==> config.mk <==
export PLATFORM = sky130hd
export DESIGN_NAME = muldiv_unit
export DESIGN_NICKNAME = d
export VERILOG_FILES = /design/src/rtl/muldiv_pkg.sv /design/src/rtl/div_step.sv /design/src/rtl/muldiv_unit.sv
export SDC_FILE = /design/constraint.sdc
export NUM_CORES = 2
export LEC_CHECK = 0
export CORE_AREA = 4 4 470 472
export CTS_CLUSTER_DIAMETER = 120
export DETAILED_ROUTE_END_ITERATION = 6
export DIE_AREA = 0 0 474 476
export HOLD_SLACK_MARGIN = 0.08
export MAX_ROUTING_LAYER = met4
export PLACE_DENSITY_LB_ADDON = 0.1
export SKIP_LAST_GASP = 1
export SYNTH_ARGS = -nofsm -noshare
export SYNTH_HDL_FRONTEND = slang
export SYNTH_HIERARCHICAL = 1
export SYNTH_SLANG_ARGS = --single-unit
==> constraint.sdc <==
create_clock -name clk -period 11.3 [get_ports clk]
set_input_delay 1.13 -clock clk [delete_from_list [all_inputs] [get_ports clk]]
set_output_delay 1.13 -clock clk [all_outputs]
set_load 0.01 [all_outputs]
==> src/rtl/muldiv_pkg.sv <==
// Shared encodings, FSM states and helpers for the HI/LO multiply/divide unit.
package muldiv_pkg;

   // Operation encodings presented on the op port
   localparam logic [1:0] OP_MULT  = 2'b00;
   localparam logic [1:0] OP_MULTU = 2'b01;
   localparam logic [1:0] OP_DIV   = 2'b10;
   localparam logic [1:0] OP_DIVU  = 2'b11;

   // One quotient bit is produced per divide step
   localparam int DIV_STEPS = 32;

   typedef enum logic [1:0] {
      IDLE = 2'b00,
      MUL  = 2'b01,
      DIV  = 2'b10,
      FIX  = 2'b11
   } state_t;

   // Magnitude of a 32-bit operand; only negates when the op is signed.
   // The most negative value maps to 0x80000000, which is correct as unsigned.
   function automatic logic [31:0] mag32(input logic [31:0] v, input logic sgn);
      logic [31:0] r;
      if (sgn && v[31]) begin
         r = 32'd0 - v;
      end else begin
         r = v;
      end
      return r;
   endfunction

endpackage

==> src/rtl/div_step.sv <==
// One restoring radix-2 division iteration. The dividend is shifted out of the
// top of the quotient register into the partial remainder while quotient bits
// are shifted in at the bottom.
module div_step
   import muldiv_pkg::*;
(
   input  logic [31:0] rem_in,
   input  logic [31:0] quo_in,
   input  logic [31:0] divisor,
   output logic [31:0] rem_out,
   output logic [31:0] quo_out
);

   logic [32:0] shifted_s;

   // Trial subtract; keep the difference only when it does not go negative
   always_comb begin
      shifted_s = {rem_in, quo_in[31]};
      if (shifted_s >= {1'b0, divisor}) begin
         // result is below the divisor, so 32 bits always hold it
         rem_out = shifted_s[31:0] - divisor;
         quo_out = {quo_in[30:0], 1'b1};
      end else begin
         rem_out = shifted_s[31:0];
         quo_out = {quo_in[30:0], 1'b0};
      end
   end

endmodule

==> src/rtl/muldiv_unit.sv <==
// HI/LO owner for the pipeline: fixed-latency multiply, 32-step restoring
// divide with a sign fix-up cycle, mthi/mtlo writes and exception cancel.
module muldiv_unit
   import muldiv_pkg::*;
#(
   parameter int MUL_LAT = 5
) (
   input  logic        clk,
   input  logic        reset,
   input  logic        start,
   input  logic [1:0]  op,
   input  logic [31:0] a,
   input  logic [31:0] b,
   input  logic        mthi,
   input  logic        mtlo,
   input  logic        cancel,
   output logic        busy,
   output logic [31:0] hi,
   output logic [31:0] lo
);

   localparam logic [4:0] MUL_CNT = 5'(MUL_LAT - 1);
   localparam logic [4:0] DIV_CNT = 5'(DIV_STEPS - 1);

   state_t      state_r, state_nxt_s;
   logic [4:0]  cnt_r, cnt_nxt_s;
   logic [31:0] a_r, a_nxt_s;
   logic [31:0] b_r, b_nxt_s;
   logic        sgn_r, sgn_nxt_s;
   logic [31:0] rem_r, rem_nxt_s;
   logic [31:0] quo_r, quo_nxt_s;
   logic [31:0] dvs_r, dvs_nxt_s;
   logic [31:0] hi_r, hi_nxt_s;
   logic [31:0] lo_r, lo_nxt_s;
   logic        busy_r;

   logic [31:0] step_rem_s, step_quo_s;
   logic [63:0] prod_s;
   logic [31:0] quo_fix_s, rem_fix_s;

   div_step u_div_step (
      .rem_in  (rem_r),
      .quo_in  (quo_r),
      .divisor (dvs_r),
      .rem_out (step_rem_s),
      .quo_out (step_quo_s)
   );

   // Product and signed fix-up of the divide result from latched operands
   always_comb begin
      // sign-extending to 64 bits makes the truncated product correct for both signednesses
      prod_s = {{32{sgn_r & a_r[31]}}, a_r} * {{32{sgn_r & b_r[31]}}, b_r};
      if (sgn_r && (a_r[31] ^ b_r[31])) begin
         quo_fix_s = 32'd0 - quo_r;
      end else begin
         quo_fix_s = quo_r;
      end
      if (sgn_r && a_r[31]) begin
         rem_fix_s = 32'd0 - rem_r;
      end else begin
         rem_fix_s = rem_r;
      end
   end

   // Next-state and datapath update for the controller FSM
   always_comb begin
      state_nxt_s = state_r;
      cnt_nxt_s   = cnt_r;
      a_nxt_s     = a_r;
      b_nxt_s     = b_r;
      sgn_nxt_s   = sgn_r;
      rem_nxt_s   = rem_r;
      quo_nxt_s   = quo_r;
      dvs_nxt_s   = dvs_r;
      hi_nxt_s    = hi_r;
      lo_nxt_s    = lo_r;
      case (state_r)
         IDLE: begin
            if (cancel) begin
               state_nxt_s = IDLE;
            end else if (start) begin
               a_nxt_s   = a;
               b_nxt_s   = b;
               sgn_nxt_s = ~op[0];
               if (op[1] == 1'b0) begin
                  state_nxt_s = MUL;
                  cnt_nxt_s   = MUL_CNT;
               end else begin
                  state_nxt_s = DIV;
                  cnt_nxt_s   = DIV_CNT;
                  rem_nxt_s   = 32'd0;
                  quo_nxt_s   = mag32(a, ~op[0]);
                  dvs_nxt_s   = mag32(b, ~op[0]);
               end
            end else begin
               if (mthi) begin
                  hi_nxt_s = a;
               end else begin
                  hi_nxt_s = hi_r;
               end
               if (mtlo) begin
                  lo_nxt_s = a;
               end else begin
                  lo_nxt_s = lo_r;
               end
            end
         end
         MUL: begin
            if (cancel) begin
               state_nxt_s = IDLE;
            end else if (cnt_r == 5'd0) begin
               hi_nxt_s    = prod_s[63:32];
               lo_nxt_s    = prod_s[31:0];
               state_nxt_s = IDLE;
            end else begin
               cnt_nxt_s = cnt_r - 5'd1;
            end
         end
         DIV: begin
            if (cancel) begin
               state_nxt_s = IDLE;
            end else begin
               rem_nxt_s = step_rem_s;
               quo_nxt_s = step_quo_s;
               if (cnt_r == 5'd0) begin
                  state_nxt_s = FIX;
               end else begin
                  cnt_nxt_s = cnt_r - 5'd1;
               end
            end
         end
         FIX: begin
            state_nxt_s = IDLE;
            if (cancel) begin
               hi_nxt_s = hi_r;
            end else if (b_r == 32'd0) begin
               // divide by zero: all-ones quotient, dividend passed through as remainder
               lo_nxt_s = 32'hFFFF_FFFF;
               hi_nxt_s = a_r;
            end else begin
               lo_nxt_s = quo_fix_s;
               hi_nxt_s = rem_fix_s;
            end
         end
         default: begin
            state_nxt_s = IDLE;
         end
      endcase
   end

   // State, operand latches and HI/LO registers; busy is registered from next state
   always_ff @(posedge clk or posedge reset) begin
      if (reset) begin
         state_r <= IDLE;
         cnt_r   <= 5'd0;
         a_r     <= 32'd0;
         b_r     <= 32'd0;
         sgn_r   <= 1'b0;
         rem_r   <= 32'd0;
         quo_r   <= 32'd0;
         dvs_r   <= 32'd0;
         hi_r    <= 32'd0;
         lo_r    <= 32'd0;
         busy_r  <= 1'b0;
      end else begin
         state_r <= state_nxt_s;
         cnt_r   <= cnt_nxt_s;
         a_r     <= a_nxt_s;
         b_r     <= b_nxt_s;
         sgn_r   <= sgn_nxt_s;
         rem_r   <= rem_nxt_s;
         quo_r   <= quo_nxt_s;
         dvs_r   <= dvs_nxt_s;
         hi_r    <= hi_nxt_s;
         lo_r    <= lo_nxt_s;
         busy_r  <= (state_nxt_s != IDLE);
      end
   end

   assign busy = busy_r;
   assign hi   = hi_r;
   assign lo   = lo_r;

endmodule

; ---- Word-level counts from Yosys, hierarchy flattened
; Index checks and enable logic that the tools add are counted.
[word_totals]
regBits = 233
[classes]
eq_ne = 15
n_lt_le_gt_ge = 1
bitwise_logic = 5
n_reduce_logical = 18
n_mux = 46
mul = 1
add_sub_neg = 6
[ops]
columns = cell, count
row1 = $mux W32, 27
row2 = $pmux W32 S3, 2
row3 = $pmux W32 S2, 2
row4 = $sub A1 B32 Y32 const A, 4
row5 = $mul A33 B33 Y64, 1
row6 = $ge A33 B32 Y1, 1
row7 = $logic_not A32 Y1, 1
row8 = $sub A32 B32 Y32, 1
row9 = $mux W5, 5
row10 = $ne A2 B2 Y1 const B, 12
row11 = $mux W2, 7
row12 = $reduce_and A7 Y1, 2
row13 = $pmux W5 S2, 1
row14 = $reduce_and A5 Y1, 2
row15 = $pmux W2 S4, 1
row16 = $reduce_bool A2 Y1, 3
row17 = $logic_not A5 Y1, 1
row18 = $sub A5 B1 Y5 const B, 1
row19 = $eq A2 B2 Y1 const B, 2
row20 = $logic_and A1 B1 Y1, 4
row21 = $reduce_and A4 Y1, 1
row22 = $reduce_and A3 Y1, 1
row23 = $reduce_bool A3 Y1, 1
row24 = $and A1 B1 Y1, 2
row25 = other kinds (6), 7

; ---- Depth between registers and ports, before layout
[logic_depth]
ltp_word = 7
depth_mapped = 31
ltp_nobuf = 27

; ---- By module
; The synthesis kept the hierarchy.
[modules_own_cells]
columns = mod, seq_area_each_um2, area_per_inst_um2, n_inst, cells_each
row1 = muldiv_unit, 5830.6, 51341.7, 1, 5894
row2 = div_step, 0.0, 2563.7, 1, 354

; ---- Worst setup path after synthesis
; No wires, ideal clock.
[synth_path]
path_kind = reg2reg
startpoint = reg a_r[31]
endpoint = reg hi_r[31] (netlist: hi[31])
path_stages_with_launch = 31
synth_period_minus_slack_ns = 8.246
path_slack_ns = 3.054
setup_ns = 0.128
n_path_buf = 4
t_required_ns = 11.172
arrival_time_ns = 8.118
path_cell_list = dfrtp_1 -> clkbuf_1 -> and2_1 -> clkbuf_1 -> buf_1 -> nand2_1 -> inv_1 -> fa_1 -> inv_1 -> fa_1 -> inv_1 -> fa_1 -> fa_1 -> inv_1 -> fa_1 -> inv_1 -> fa_1 -> inv_1 -> fa_1 -> fa_1 -> inv_1 -> ha_1 -> clkbuf_1 -> a21o_1 -> a31oi_1 -> o221a_2 -> o41ai_1 -> a41o_1 -> a221oi_2 -> mux2i_1 -> o31ai_1
[synth_between]
elab_chain_len = 5
elab_cells_between_ends = 9
[synth_lines]
columns = element, line
row1 = start: declaration, muldiv_unit.sv:27  ; logic [31:0] a_r, a_nxt_s;
row2 = start signal: assignment, muldiv_unit.sv:168  ; a_r <= a_nxt_s;
row3 = $and A1 B1 Y1 or $logic_and A1 B1 Y1 (tied branches), "muldiv_unit.sv:52, muldiv_unit.sv:58"
row4 = $mul A33 B33 Y64 or $mux W32 (tied branches), "muldiv_unit.sv:52, muldiv_unit.sv:58"
row5 = "$mux W32, on equally long branches", "muldiv_unit.sv:111, muldiv_unit.sv:136"
row6 = "$mux W32, on equally long branches", "muldiv_unit.sv:109, muldiv_unit.sv:134"
row7 = $pmux W32 S3 (*), muldiv_unit.sv:77  ; case (state_r)
row8 = end signal: assignment, muldiv_unit.sv:174  ; hi_r <= hi_nxt_s;
row9 = end: declaration, muldiv_unit.sv:33  ; logic [31:0] hi_r, hi_nxt_s;
; Mark *: on every way between the ends. The rest lies on a longest branch, timed or not. The select of a mux whose other input is x is not followed.
; A chain may end at the register's enable or synchronous reset.

; ---- Final worst setup path
[layout_path]
startpoint = reg sgn_r
endpoint = reg hi_r[31] (netlist: hi[31])
[layout_between]
elab_chain_len = 5
elab_cells_between_ends = 10
[layout_lines]
columns = element, line
row1 = start: declaration, muldiv_unit.sv:29  ; logic sgn_r, sgn_nxt_s;
row2 = start signal: assignment, muldiv_unit.sv:170  ; sgn_r <= sgn_nxt_s;
row3 = $and A1 B1 Y1 or $logic_and A1 B1 Y1 (tied branches), "muldiv_unit.sv:52, muldiv_unit.sv:58"
row4 = $mul A33 B33 Y64 or $mux W32 (tied branches), "muldiv_unit.sv:52, muldiv_unit.sv:58"
row5 = "$mux W32, on equally long branches", "muldiv_unit.sv:111, muldiv_unit.sv:136"
row6 = "$mux W32, on equally long branches", "muldiv_unit.sv:109, muldiv_unit.sv:134"
row7 = $pmux W32 S3 (*), muldiv_unit.sv:77
; Marked as above.

==> flow_summary_export.csv <==
group,metric,value,unit
critical_path,worstSetupEndpointType,"register",
cts,ctsHtreeMaxLevel,2,
critical_path,worst_r2r_endpoint,"hi[31]",
timing,timing.final.hold_violations,0,
logic_synthesis,yosysUniqueCellTypes,91,
global_route,grt_max_degree,98,
global_route,antenna_found_initial,22,
critical_path,cp_max_fo,14,
placement,dp_slack,1.89,ns
status,status,"finished, final reports clean",
layout,fill_cells,23563,
layout,nets,7554,
critical_path,ff2ff_path_depth,25,
logic_synthesis,syn_area,0.0539,mm^2
critical_path,cp_data_arrival_time,9.78,ns
detailed_routing,routedWlPerCell,23.1,um
detailed_routing,drc,0,
timing,rsz0062_at_grt,"false",
timing,period_minus_slack,9.39,ns
detailed_routing,wl,208,mm
global_route,grt.total_usage,0.191,
die,start_util,0.249,
cts,cts_tree,"yes",
global_route,grt_remaining_overflow,0,
die,die_x,474,um
job,drv_cap,0,
cts,clkTransAtPathRegs,0.06,ns
cts,postCtsHoldBufs,0,
cts,cts_root_buf,"clkbuf_16",
cts,post-cts-setup-buffers,0,
cts,cts_resized,0,
detailed_routing,vias,41445,
placement,hpwl,166,mm
logic_synthesis,synth_seq_cells,233,
cts,clock_latency,0.55,ns
global_route,grt_pass1_vias,45107,
die,fp.coreArea,0.217,mm^2
timing,worst_pin_slew,1.17,ns
logic_synthesis,synth-edff-count,0,
cts,cts_sinks,233,
critical_path,r2r-start,"sgn_r",
timing,fmax,106,MHz
cts,cts_buffers,35,
timing,maxSlewHeadroom,0.218,
die,die_h,476,um
die,die_area,0.226,mm^2
detailed_routing,firstDrtPassIters,5,
critical_path,r2r_setup_slack,1.91,ns
logic_synthesis,ys_seq_area_frac,0.108,
placement,gp_congestion,0.878,
logic_synthesis,syn_nets,7701,
timing,finalCritPeriodShare,0.831,
timing,fin_setup_tns,0,ns
logic_synthesis,yosys-top-cells-count,"inv_1, nand2_1, fa_1, clkbuf_1, and2_1",
logic_synthesis,synth_area_leaders,"fa_1, dfrtp_1, inv_1",
timing,skew,0.0216,ns
critical_path,crit_path_start,"sgn_r",
logic_synthesis,async_reset_ff_frac,1.00,
timing,drv_slew,0,
detailed_routing,drt_iter0_drc,2527,
placement,placed_cells,8918,
logic_synthesis,synth_ff_type,"dfrtp_1",
timing,setup_viol,0,
layout,drive_above_1_share,0.0418,
critical_path,cp-start-kind,"register",
detailed_routing,viasPerCell,4.61,
critical_path,cp.required,11.69,ns
die,rows,171,
worst_hold_path,min_path_type,"reg2reg",
detailed_routing,ant_nets,0,
logic_synthesis,yosysTopAreaCell,"fa_1",
logic_synthesis,avgSynthCellArea,8.63,um^2
critical_path,critical_path.endpoint,"hi[31]",
logic_synthesis,yosysTopAreaCellShare,0.418,
die,top_level_ports,137,
cts,clock_path_buffers,3,
layout,syn2layout_area_growth,9.70,%
layout,layout.cells.non_filler,8983,
logic_synthesis,synthCells,6248,
timing,fin_ws,1.91,ns
critical_path,crit_type,"reg2reg",
placement,io_buffers,136,
logic_synthesis,ys_warn_count,6,
global_route,grt_pass1_wl,312,mm
logic_synthesis,yosysMostFrequentCell,"inv_1",
stage by stage:
step	util	hold WS, ns	area [um^2]
finish	0.273	0.475	59100
global route	0.273	0.494	59100
detailed placement	0.268	0.466	58000
global placement	0.268	0.461	58000
CTS	0.273	0.480	59100
floorplan	-	0.450	53900
state kept, by name (all words and copies together) (netlist names):
name,count
hi,32
state_r,2
b_r,32
a_r,32
rem_r,32
busy,1
sgn_r,1
cnt_r,5
lo,32
quo_r,32
dvs_r,32
worst min-delay path by stage:
stage                     depth (start not counted)  slack, ns   endpoint       from
after floorplan                                   2       0.45  dvs_r[10]  dvs_r[10]
after global placement                            2       0.46    b_r[18]    b_r[18]
after detailed placement                          2       0.47    b_r[20]    b_r[20]
after CTS                                         2       0.48    b_r[20]    b_r[20]
after global routing                              2       0.49  dvs_r[21]  dvs_r[21]
final                                             2       0.47  dvs_r[18]  dvs_r[18]
placed cells by master (no fill, tap or decap), types with 81 or more instances in the layout:
cell type,instances
and2_1,359
nor2_1,212
xor2_1,81
inv_1,1195
dfrtp_1,232
ha_1,252
o21ai_0,246
xnor2_1,119
buf_4,108
clkdlybuf4s50_1,136
nand2_1,1170
a21oi_1,221
fa_1,1126
layer usage:
layer / track usage / wire length [um]
met4: 0.0297 / 3630
met2: 0.309 / 98000
met5: - / 0
met3: 0.0126 / 6920
met1: 0.268 / 99100
worst max-delay path, stage by stage, from the launching register on:
cell and delay (ns):
dfrtp_1 0.53, and2_1 0.63, nand2_1 0.25, inv_1 0.14
fa_1 0.39, inv_1 0.26, fa_1 0.51, inv_1 0.20
fa_1 0.49, fa_1 0.90, inv_1 0.43, fa_1 0.59
inv_1 0.05, fa_1 0.53, inv_1 0.05, fa_1 0.38
fa_1 0.52, inv_1 0.04, ha_1 0.45, a21oi_1 0.39
o221a_2 0.30, o41ai_1 0.09, a41o_1 0.33, a221oi_2 0.37
mux2i_1 0.29, o31ai_1 0.10
cell type report:
class                      count  area [um^2]  share of cell area
clock buffer                  49          958              0.0162
multi-input combinational   4389        41900               0.708
timing repair buffer         245         2190              0.0371
clock inverter                13          196             0.00332
antenna                        3         7.51            0.000127
inverter                    1197         4500              0.0761
sequential                   233         5830              0.0986
tap                         2854         3570              0.0604
cells by family after synthesis:
family,synth area share
AOI/OAI and AO/OA,0.0853
xor gates and xnor gates,0.0337
adders and majority gates,0.477
buffers and inverters,0.116
DFF,0.108
muxes,0.00942
and+or+nand+nor,0.170
Power is left out: the tool's default activity adds up to more than one toggle a clock period on the data nets, which glitch-free logic cannot reach.
